==> src/rtl/long_adder_unloader.sv <==
// long_adder_unloader
//
// Companion block to the long adder core. It follows a single launched
// addition through the core's fixed pipeline latency, captures the SIZE-bit
// sum on the cycle it becomes valid, and then streams it out least-significant
// word first over a valid/ready interface. While an addition is in flight or
// its result is still draining, further launches are refused.
//
// Ports
//   clk           single clock
//   rst           synchronous, active-high reset
//   launch_valid  requester presents operands to the core this cycle
//   launch_ready  a launch is accepted this cycle (IDLE only)
//   sum_in        core dout, valid LATENCY cycles after the launch
//   out_valid     out_data carries a valid beat
//   out_ready     consumer accepts the beat
//   out_data      current beat, 0 when not streaming
//   out_last      current beat is the most significant word
//   sum_count     number of sums fully drained, wraps at 16 bits
//
// state  | meaning
// -------+---------------------------------------------------------------
// IDLE   | ready for a launch
// WAIT   | addition in flight, wait counter counting down to 0
// STREAM | holding buffer loaded, presenting beats LSW first

module long_adder_unloader #(
    parameter int SIZE    = 1024,
    parameter int WORD    = 64,
    parameter int LATENCY = 4
) (
    input  logic            clk,
    input  logic            rst,
    input  logic            launch_valid,
    output logic            launch_ready,
    input  logic [SIZE-1:0] sum_in,
    output logic            out_valid,
    input  logic            out_ready,
    output logic [WORD-1:0] out_data,
    output logic            out_last,
    output logic [15:0]     sum_count
);

    localparam int BEATS = SIZE / WORD;
    localparam int WCW   = (LATENCY > 1) ? $clog2(LATENCY) : 1;
    localparam int BCW   = (BEATS > 1) ? $clog2(BEATS) : 1;

    localparam logic [WCW-1:0] WAIT_LOAD = WCW'(LATENCY - 1);
    localparam logic [BCW-1:0] LAST_BEAT = BCW'(BEATS - 1);

    typedef enum logic [1:0] {
        IDLE   = 2'd0,
        WAIT   = 2'd1,
        STREAM = 2'd2
    } state_t;

    state_t          state;
    logic [SIZE-1:0] buffer;
    logic [WCW-1:0]  wait_cnt;
    logic [BCW-1:0]  beat_cnt;

    // out_valid is registered and high exactly in STREAM, so gating the low
    // word with it keeps out_data at 0 everywhere else without an extra clear.
    assign out_data = out_valid ? buffer[WORD-1:0] : '0;

    always_ff @(posedge clk) begin
        if (rst) begin
            state        <= IDLE;
            buffer       <= '0;
            wait_cnt     <= '0;
            beat_cnt     <= '0;
            sum_count    <= '0;
            launch_ready <= 1'b1;
            out_valid    <= 1'b0;
            out_last     <= 1'b0;
        end else begin
            case (state)
                IDLE: begin
                    if (launch_valid) begin
                        wait_cnt     <= WAIT_LOAD;
                        launch_ready <= 1'b0;
                        state        <= WAIT;
                    end
                end

                WAIT: begin
                    if (wait_cnt == '0) begin
                        buffer    <= sum_in;
                        beat_cnt  <= '0;
                        out_valid <= 1'b1;
                        out_last  <= (BEATS == 1);
                        state     <= STREAM;
                    end else begin
                        wait_cnt <= wait_cnt - WCW'(1);
                    end
                end

                STREAM: begin
                    if (out_ready) begin
                        if (out_last) begin
                            sum_count    <= sum_count + 16'd1;
                            out_valid    <= 1'b0;
                            out_last     <= 1'b0;
                            launch_ready <= 1'b1;
                            state        <= IDLE;
                        end else begin
                            buffer   <= buffer >> WORD;
                            beat_cnt <= beat_cnt + BCW'(1);
                            out_last <= ((beat_cnt + BCW'(1)) == LAST_BEAT);
                        end
                    end
                end

                default: begin
                    launch_ready <= 1'b1;
                    out_valid    <= 1'b0;
                    out_last     <= 1'b0;
                    state        <= IDLE;
                end
            endcase
        end
    end

endmodule

==> config.mk <==
export PLATFORM = sky130hd
export DESIGN_NAME = long_adder_unloader
export DESIGN_NICKNAME = d
export VERILOG_FILES = /design/src/rtl/long_adder_unloader.sv
export SDC_FILE = /design/constraint.sdc
export NUM_CORES = 2
export LEC_CHECK = 0
export ABC_CLOCK_PERIOD_IN_PS = 1910
export CAP_MARGIN = 20
export CORE_AREA = 2 2 428 430
export DETAILED_ROUTE_END_ITERATION = 16
export DIE_AREA = 0 0 430 432
export GPL_TIMING_DRIVEN = 1
export PLACE_DENSITY = 0.59
export SYNTH_ARGS = -nofsm -noshare
export SYNTH_HDL_FRONTEND = slang
export SYNTH_SLANG_ARGS = --single-unit
export TNS_END_PERCENT = 1
==> constraint.sdc <==
create_clock -name clk -period 1.91 [get_ports clk]
set_clock_uncertainty 0.1 [all_clocks]
set_input_delay 0.191 -clock clk [delete_from_list [all_inputs] [get_ports clk]]
set_output_delay 0.191 -clock clk [all_outputs]
set_load 0.02 [all_outputs]
Word-level counts from Yosys, hierarchy flattened
Index checks and enable logic that the tools add are counted.
Widths: inputs -> output; s select.
{"block": "op_classes", "eq_ne": 9, "add_sub_neg": 3, "n_reduce_logical": 11, "mux": 29, "n_bitwise": 2}
{"op": "$mux 1024", "n": 3}
{"op": "$pmux 1024 s2", "n": 1}
{"op": "$mux 64", "n": 1}
{"op": "$add 16x1->16 const B", "n": 1}
{"op": "$reduce_and 4->1", "n": 4}
{"op": "$mux 2", "n": 6}
{"op": "$mux 4", "n": 3}
{"op": "$ne 2x2->1 const B", "n": 6}
{"op": "$mux 1", "n": 9}
{"op": "$pmux 1 s3", "n": 3}
{"op": "$reduce_and 3->1", "n": 3}
{"op": "$pmux 4 s2", "n": 1}
{"op": "$pmux 2 s3", "n": 1}
{"op": "$add 4x1->4 const B", "n": 1}
{"op": "$eq 4x4->1 const B", "n": 1}
{"op": "$logic_not 2->1", "n": 2}
{"op": "$pmux 2 s2", "n": 1}
{"op": "$reduce_bool 2->1", "n": 2}
{"op": "$eq 2x1->1 const B", "n": 1}
{"op": "$eq 2x2->1 const B", "n": 1}
{"op": "$not 1->1", "n": 2}
{"op": "$sub 2x1->2 const B", "n": 1}
{"block": "word_totals", "out_inout_bits": 83, "regBits": 1051}

Longest topological paths before layout
{"block": "logic_depth", "word_depth": 5, "depth_mapped": 9}

Worst setup path before layout
OpenSTA, ideal clock, no wires.
{"block": "synth_path", "path_type": "register to register", "start": "reg wait_cnt[0]", "end": "reg buffer[314]", "synth_period_minus_slack_ns": 1.846, "t_arrival_ns": 1.655, "required_time_ns": 1.719, "slack_ns": 0.064, "stages_incl_launch_ff": 10, "path_cell_list": "dfxtp_1 -> inv_1 -> ha_1 -> nand2_1 -> o21ai_2 -> buf_4 -> buf_2 -> buf_2 -> nor2_1 -> a311oi_1"}
{"block": "synth_between", "elab_chain_cells": 3}
{"element": "start: declaration", "line_no": "59", "text": "logic [WCW-1:0] wait_cnt;"}
{"element": "start signal: assignment", "line_no": "94", "text": "wait_cnt <= wait_cnt - WCW'(1);"}
{"element": "$logic_not 2->1", "line_no": "87", "text": "if (wait_cnt == '0) begin"}
{"element": "$ne 2x2->1 (no line)"}
{"element": "$reduce_and 4->1 (no line)"}
{"element": "end signal: assignment", "line_no": "88", "text": "buffer <= sum_in;"}
{"element": "end signal: assignment", "line_no": "107", "text": "buffer <= buffer >> WORD;"}
{"element": "end: declaration", "line_no": "58", "text": "logic [SIZE-1:0] buffer;"}
Every way passes these cells.
A chain may end at the register's enable or synchronous reset.

Worst setup path in the final report
{"block": "layout_path", "start": "reg out_valid", "end": "out out_data[46]"}
{"block": "layout_between", "elab_chain_cells": 1}
{"element": "start: declaration", "line_no": "37", "text": "output logic out_valid,"}
{"element": "start signal: assignment", "line_no": "74", "text": "out_valid <= 1'b0;"}
{"element": "start signal: assignment", "line_no": "90", "text": "out_valid <= 1'b1;"}
{"element": "start signal: assignment", "line_no": "102", "text": "out_valid <= 1'b0;"}
{"element": "$mux 64", "line_no": "64", "text": "assign out_data = out_valid ? buffer[WORD-1:0] : '0;"}
{"element": "end: declaration", "line_no": "39", "text": "output logic [WORD-1:0] out_data,"}
Every way passes these cells.

==> impl_metrics.xml <==
<?xml version="1.0" encoding="UTF-8"?>
<metrics>
  <group name="run_status">
    <metric name="outcome" unit="">finished with violations</metric>
    <metric name="violations" unit="">negative setup slack</metric>
  </group>
  <group name="grt">
    <metric name="grt_max_degree" unit="">121</metric>
    <metric name="grt-ovfl-total" unit="">0</metric>
    <metric name="antenna_found_initial" unit="">54</metric>
    <metric name="grt_pass1_wl" unit="um">300000</metric>
    <metric name="vias_in_the_first_global_route" unit="">49125</metric>
    <metric name="grt_use_total" unit="%">21.0</metric>
  </group>
  <group name="timing">
    <metric name="grt_setup_unrepaired" unit="">true</metric>
    <metric name="worst_slew_pin_slew" unit="ps">667</metric>
    <metric name="slew_margin_rel" unit="%">55.5</metric>
    <metric name="finalHoldViolations" unit="">0</metric>
    <metric name="max_freq" unit="MHz">469</metric>
    <metric name="layout_min_cycle_time" unit="ps">2130</metric>
    <metric name="maxSlewViolCount" unit="">0</metric>
    <metric name="final_min_period_over_clock_period" unit="%">112</metric>
    <metric name="finalSetupViolations" unit="">283</metric>
    <metric name="setup-tns-final" unit="ps">-17280</metric>
    <metric name="setup_slack" unit="ps">-222</metric>
  </group>
  <group name="power">
    <metric name="pwr_density_cell" unit="mW/mm^2">892</metric>
    <metric name="leakage" unit="uW">0.0277</metric>
    <metric name="ir_drop_worst_vdd" unit="uV">702</metric>
  </group>
  <group name="synthesis">
    <metric name="synth_ff_type" unit="">sky130_fd_sc_hd__dfxtp_1</metric>
    <metric name="post_synth_edffs" unit="">0</metric>
    <metric name="synth_cells" unit="">5847</metric>
    <metric name="syn-num-nets" unit="">6879</metric>
    <metric name="synthMuxAreaShare" unit="%">0</metric>
    <metric name="postSynthRegisterBits" unit="">1051</metric>
    <metric name="netlist_area" unit="mm^2">0.0448</metric>
    <metric name="synth_compound_area_share" unit="%">19.9</metric>
    <metric name="post_synth_and_or_nand_nor_area_fraction" unit="%">27.1</metric>
    <metric name="synth-adder-area-share" unit="%">0.112</metric>
    <metric name="synth-xor-area-share" unit="%">0.195</metric>
    <metric name="synth_warnings" unit="">0</metric>
    <metric name="post_synth_num_cell_types" unit="">40</metric>
    <metric name="synth_top_family_by_area" unit="">simple AND/OR/NAND/NOR gates</metric>
    <metric name="synth_async_sr_flop_share" unit="%">0</metric>
    <metric name="synth_seq_area_share" unit="%">46.9</metric>
    <metric name="syn_avg_cell_area" unit="um^2">7.67</metric>
  </group>
  <group name="place">
    <metric name="dpl_cell_area" unit="mm^2">0.0601</metric>
    <metric name="place.port_buffers" unit="">1110</metric>
    <metric name="gpl.final_weighted_congestion" unit="">0.906</metric>
    <metric name="dp_hpwl" unit="um">150000</metric>
  </group>
  <group name="die">
    <metric name="placement_rows" unit="">157</metric>
    <metric name="die_w" unit="um">430</metric>
    <metric name="design.portCount" unit="">1111</metric>
    <metric name="initial_core_utilization" unit="%">24.7</metric>
    <metric name="floorplan.die.height" unit="um">432</metric>
    <metric name="design.die.area" unit="mm^2">0.186</metric>
    <metric name="core_area" unit="mm^2">0.182</metric>
  </group>
  <group name="critical_path">
    <metric name="endpoint_kind" unit="">output pin</metric>
    <metric name="worst-endpoint-arrival" unit="ps">1840</metric>
    <metric name="path_max_fanout" unit="">4</metric>
    <metric name="start_kind" unit="">flip-flop</metric>
    <metric name="crit_required" unit="ps">1620</metric>
    <metric name="r2r.worst_path.cells" unit="">9</metric>
    <metric name="r2r_start" unit="">wait_cnt[0]</metric>
    <metric name="r2r-end" unit="">buffer[292]</metric>
    <metric name="timing.reg2reg.setup_slack" unit="ps">-160</metric>
    <metric name="criticalPathCategory" unit="">flip-flop to output pin</metric>
  </group>
  <group name="drt">
    <metric name="number_of_iterations_in_the_first_detailed_routing_pass" unit="">6</metric>
    <metric name="post-route-drc-count" unit="">0</metric>
    <metric name="drt.antenna.violating_nets" unit="">0</metric>
    <metric name="avgRoutedWirePerCell" unit="um">20.0</metric>
    <metric name="route.vias.total" unit="">50261</metric>
    <metric name="route.detailed.vias_per_inst" unit="">4.85</metric>
    <metric name="wirelength" unit="um">207000</metric>
    <metric name="drt_first_iter_violations" unit="">3794</metric>
  </group>
  <group name="clock_network">
    <metric name="maximum_level_of_the_cts_h_tree" unit="">3</metric>
    <metric name="insertion_delay" unit="ps">770</metric>
    <metric name="clockRootBuffer" unit="">sky130_fd_sc_hd__clkbuf_16</metric>
    <metric name="clock_tree_from_tritoncts" unit="">yes</metric>
    <metric name="cts_max_path_buffers" unit="">3</metric>
    <metric name="clock_sinks" unit="">1051</metric>
    <metric name="clk_transition_reported_paths" unit="ps">60</metric>
    <metric name="numCtsBuffers" unit="">118</metric>
  </group>
  <group name="worst_hold_path">
    <metric name="hold-path-endpoint" unit="">buffer[132]</metric>
    <metric name="timing.hold.worst.class" unit="">input port to flip-flop</metric>
    <metric name="whs_path_depth" unit="">3</metric>
    <metric name="hold_path_startpoint" unit="">sum_in[132]</metric>
  </group>
  <group name="finish">
    <metric name="drive_gt1_share" unit="%">8.90</metric>
    <metric name="area_growth_syn_to_layout" unit="%">67.1</metric>
    <metric name="fin_nets" unit="">8857</metric>
    <metric name="final_area" unit="mm^2">0.0749</metric>
    <metric name="fill_cells" unit="">17550</metric>
  </group>
  <group name="run">
    <metric name="drv.max_cap_violation_count" unit="">0</metric>
  </group>
</metrics>
-- cell usage in the layout, fill, tap and decap left out, drive strengths merged, types with 70 or more instances in the layout --
| cell | instances |
|---|---|
| clkdlybuf4s50 | 1026 |
| buf | 403 |
| nand3 | 70 |
| nor2 | 985 |
| nand2 | 1991 |
| dlygate4sd3 | 986 |
| clkbuf | 180 |
| a311oi | 960 |
| a21oi | 82 |
| dfxtp | 1051 |
-- worst max-delay path: stages, from the launching register on --
cell                      delay, ps
sky130_fd_sc_hd__dfxtp_4        410
sky130_fd_sc_hd__buf_12         170
sky130_fd_sc_hd__buf_6          170
sky130_fd_sc_hd__and2_1         140
sky130_fd_sc_hd__buf_4          150
-- state kept, by name, summed over array words and instances (netlist names) --
register	flops
out_last	1
state	2
wait_cnt	2
beat_cnt	4
buffer	1024
launch_ready	1
sum_count	16
out_valid	1
-- power breakdown --
group | switching [uW] | internal [uW] | total, uW
sequential | 1950 | 25100 | 27000
clock | 9880 | 13500 | 23300
combinational | 8250 | 8180 | 16400
total | 20100 | 46700 | 66800
-- how the worst max path moves through the flow --
stage                      from           end
global route          out_valid  out_data[48]
CTS                   out_valid   out_data[8]
detailed placement    out_ready   buffer[519]
finish                out_valid  out_data[46]
floorplan           wait_cnt[0]   buffer[314]
global placement      out_ready   buffer[511]
-- Yosys cell counts (all sizes together) (2+ instances only) --
cell / instances / area [um^2]
and4: 3 / 26.3
xnor2: 4 / 35.0
nand3: 70 / 350
a21oi: 82 / 410
and2: 66 / 413
inv: 6 / 22.5
nand2b: 3 / 18.8
nor2b: 2 / 12.5
nand4: 7 / 58.8
ha: 4 / 50.1
dfxtp: 1051 / 21000
a211oi: 2 / 15.0
xor2: 6 / 52.6
nand2: 1991 / 7470
or3: 5 / 31.3
buf: 287 / 1460
o21ai: 9 / 48.8
clkbuf: 289 / 1080
a311oi: 960 / 8410
nor2: 985 / 3700
-- layout make-up --
class	count	area, um^2	share of cell area [%]
clock buffers	178	3500	4.67
inverters	6	22.5	0.0301
diodes	50	125	0.167
multi-input cells	4214	21600	28.8
repair buffers	2434	25200	33.6
flip-flops and latches	1051	21100	28.1
clock inverters	36	477	0.637
well taps	2385	2980	3.98
-- logic make-up after synthesis --
family / Yosys count
AOI/OAI and AO/OA: 1059
xor gates and xnor gates: 10
adders and majority gates: 4
buffers and inverters: 582
DFF: 1051
and+or+nand+nor: 3141
-- through the flow --
stage	std cells	total power [uW]	setup slack, ps	utilization [%]	hold WS [ps]
floorplan	5847	34800	64.3	-	243
global placement	9092	41000	-349	33.1	338
detailed placement	9092	41300	-432	33.1	345
CTS	10300	66900	-347	40.9	0.589
global route	10349	70000	-294	41.2	10.3
finish	10354	66800	-222	41.2	76.1
-- metal layers --
layer  routed length (um)  part of all wire, %  global-route usage, %
met5                   14               0.0068                      0
met4                14000                  6.8                   13.3
met3                10800                  5.2                   2.95
met2                99100                   48                   35.3
met1                83400                   40                   25.1
-- timing repair --
item / 4_1_cts / 5_1_grt
setup buffers: 4 / 3
gates cloned: 4 / 4
setup endpoints to repair: 997 / 1055
hold buffers: 986 / 0
pin swaps: 26 / 138
gates resized for setup: 432 / 138
hold endpoints to repair: 996 / 0
No activity file was read; power rests on OpenSTA's default activity.
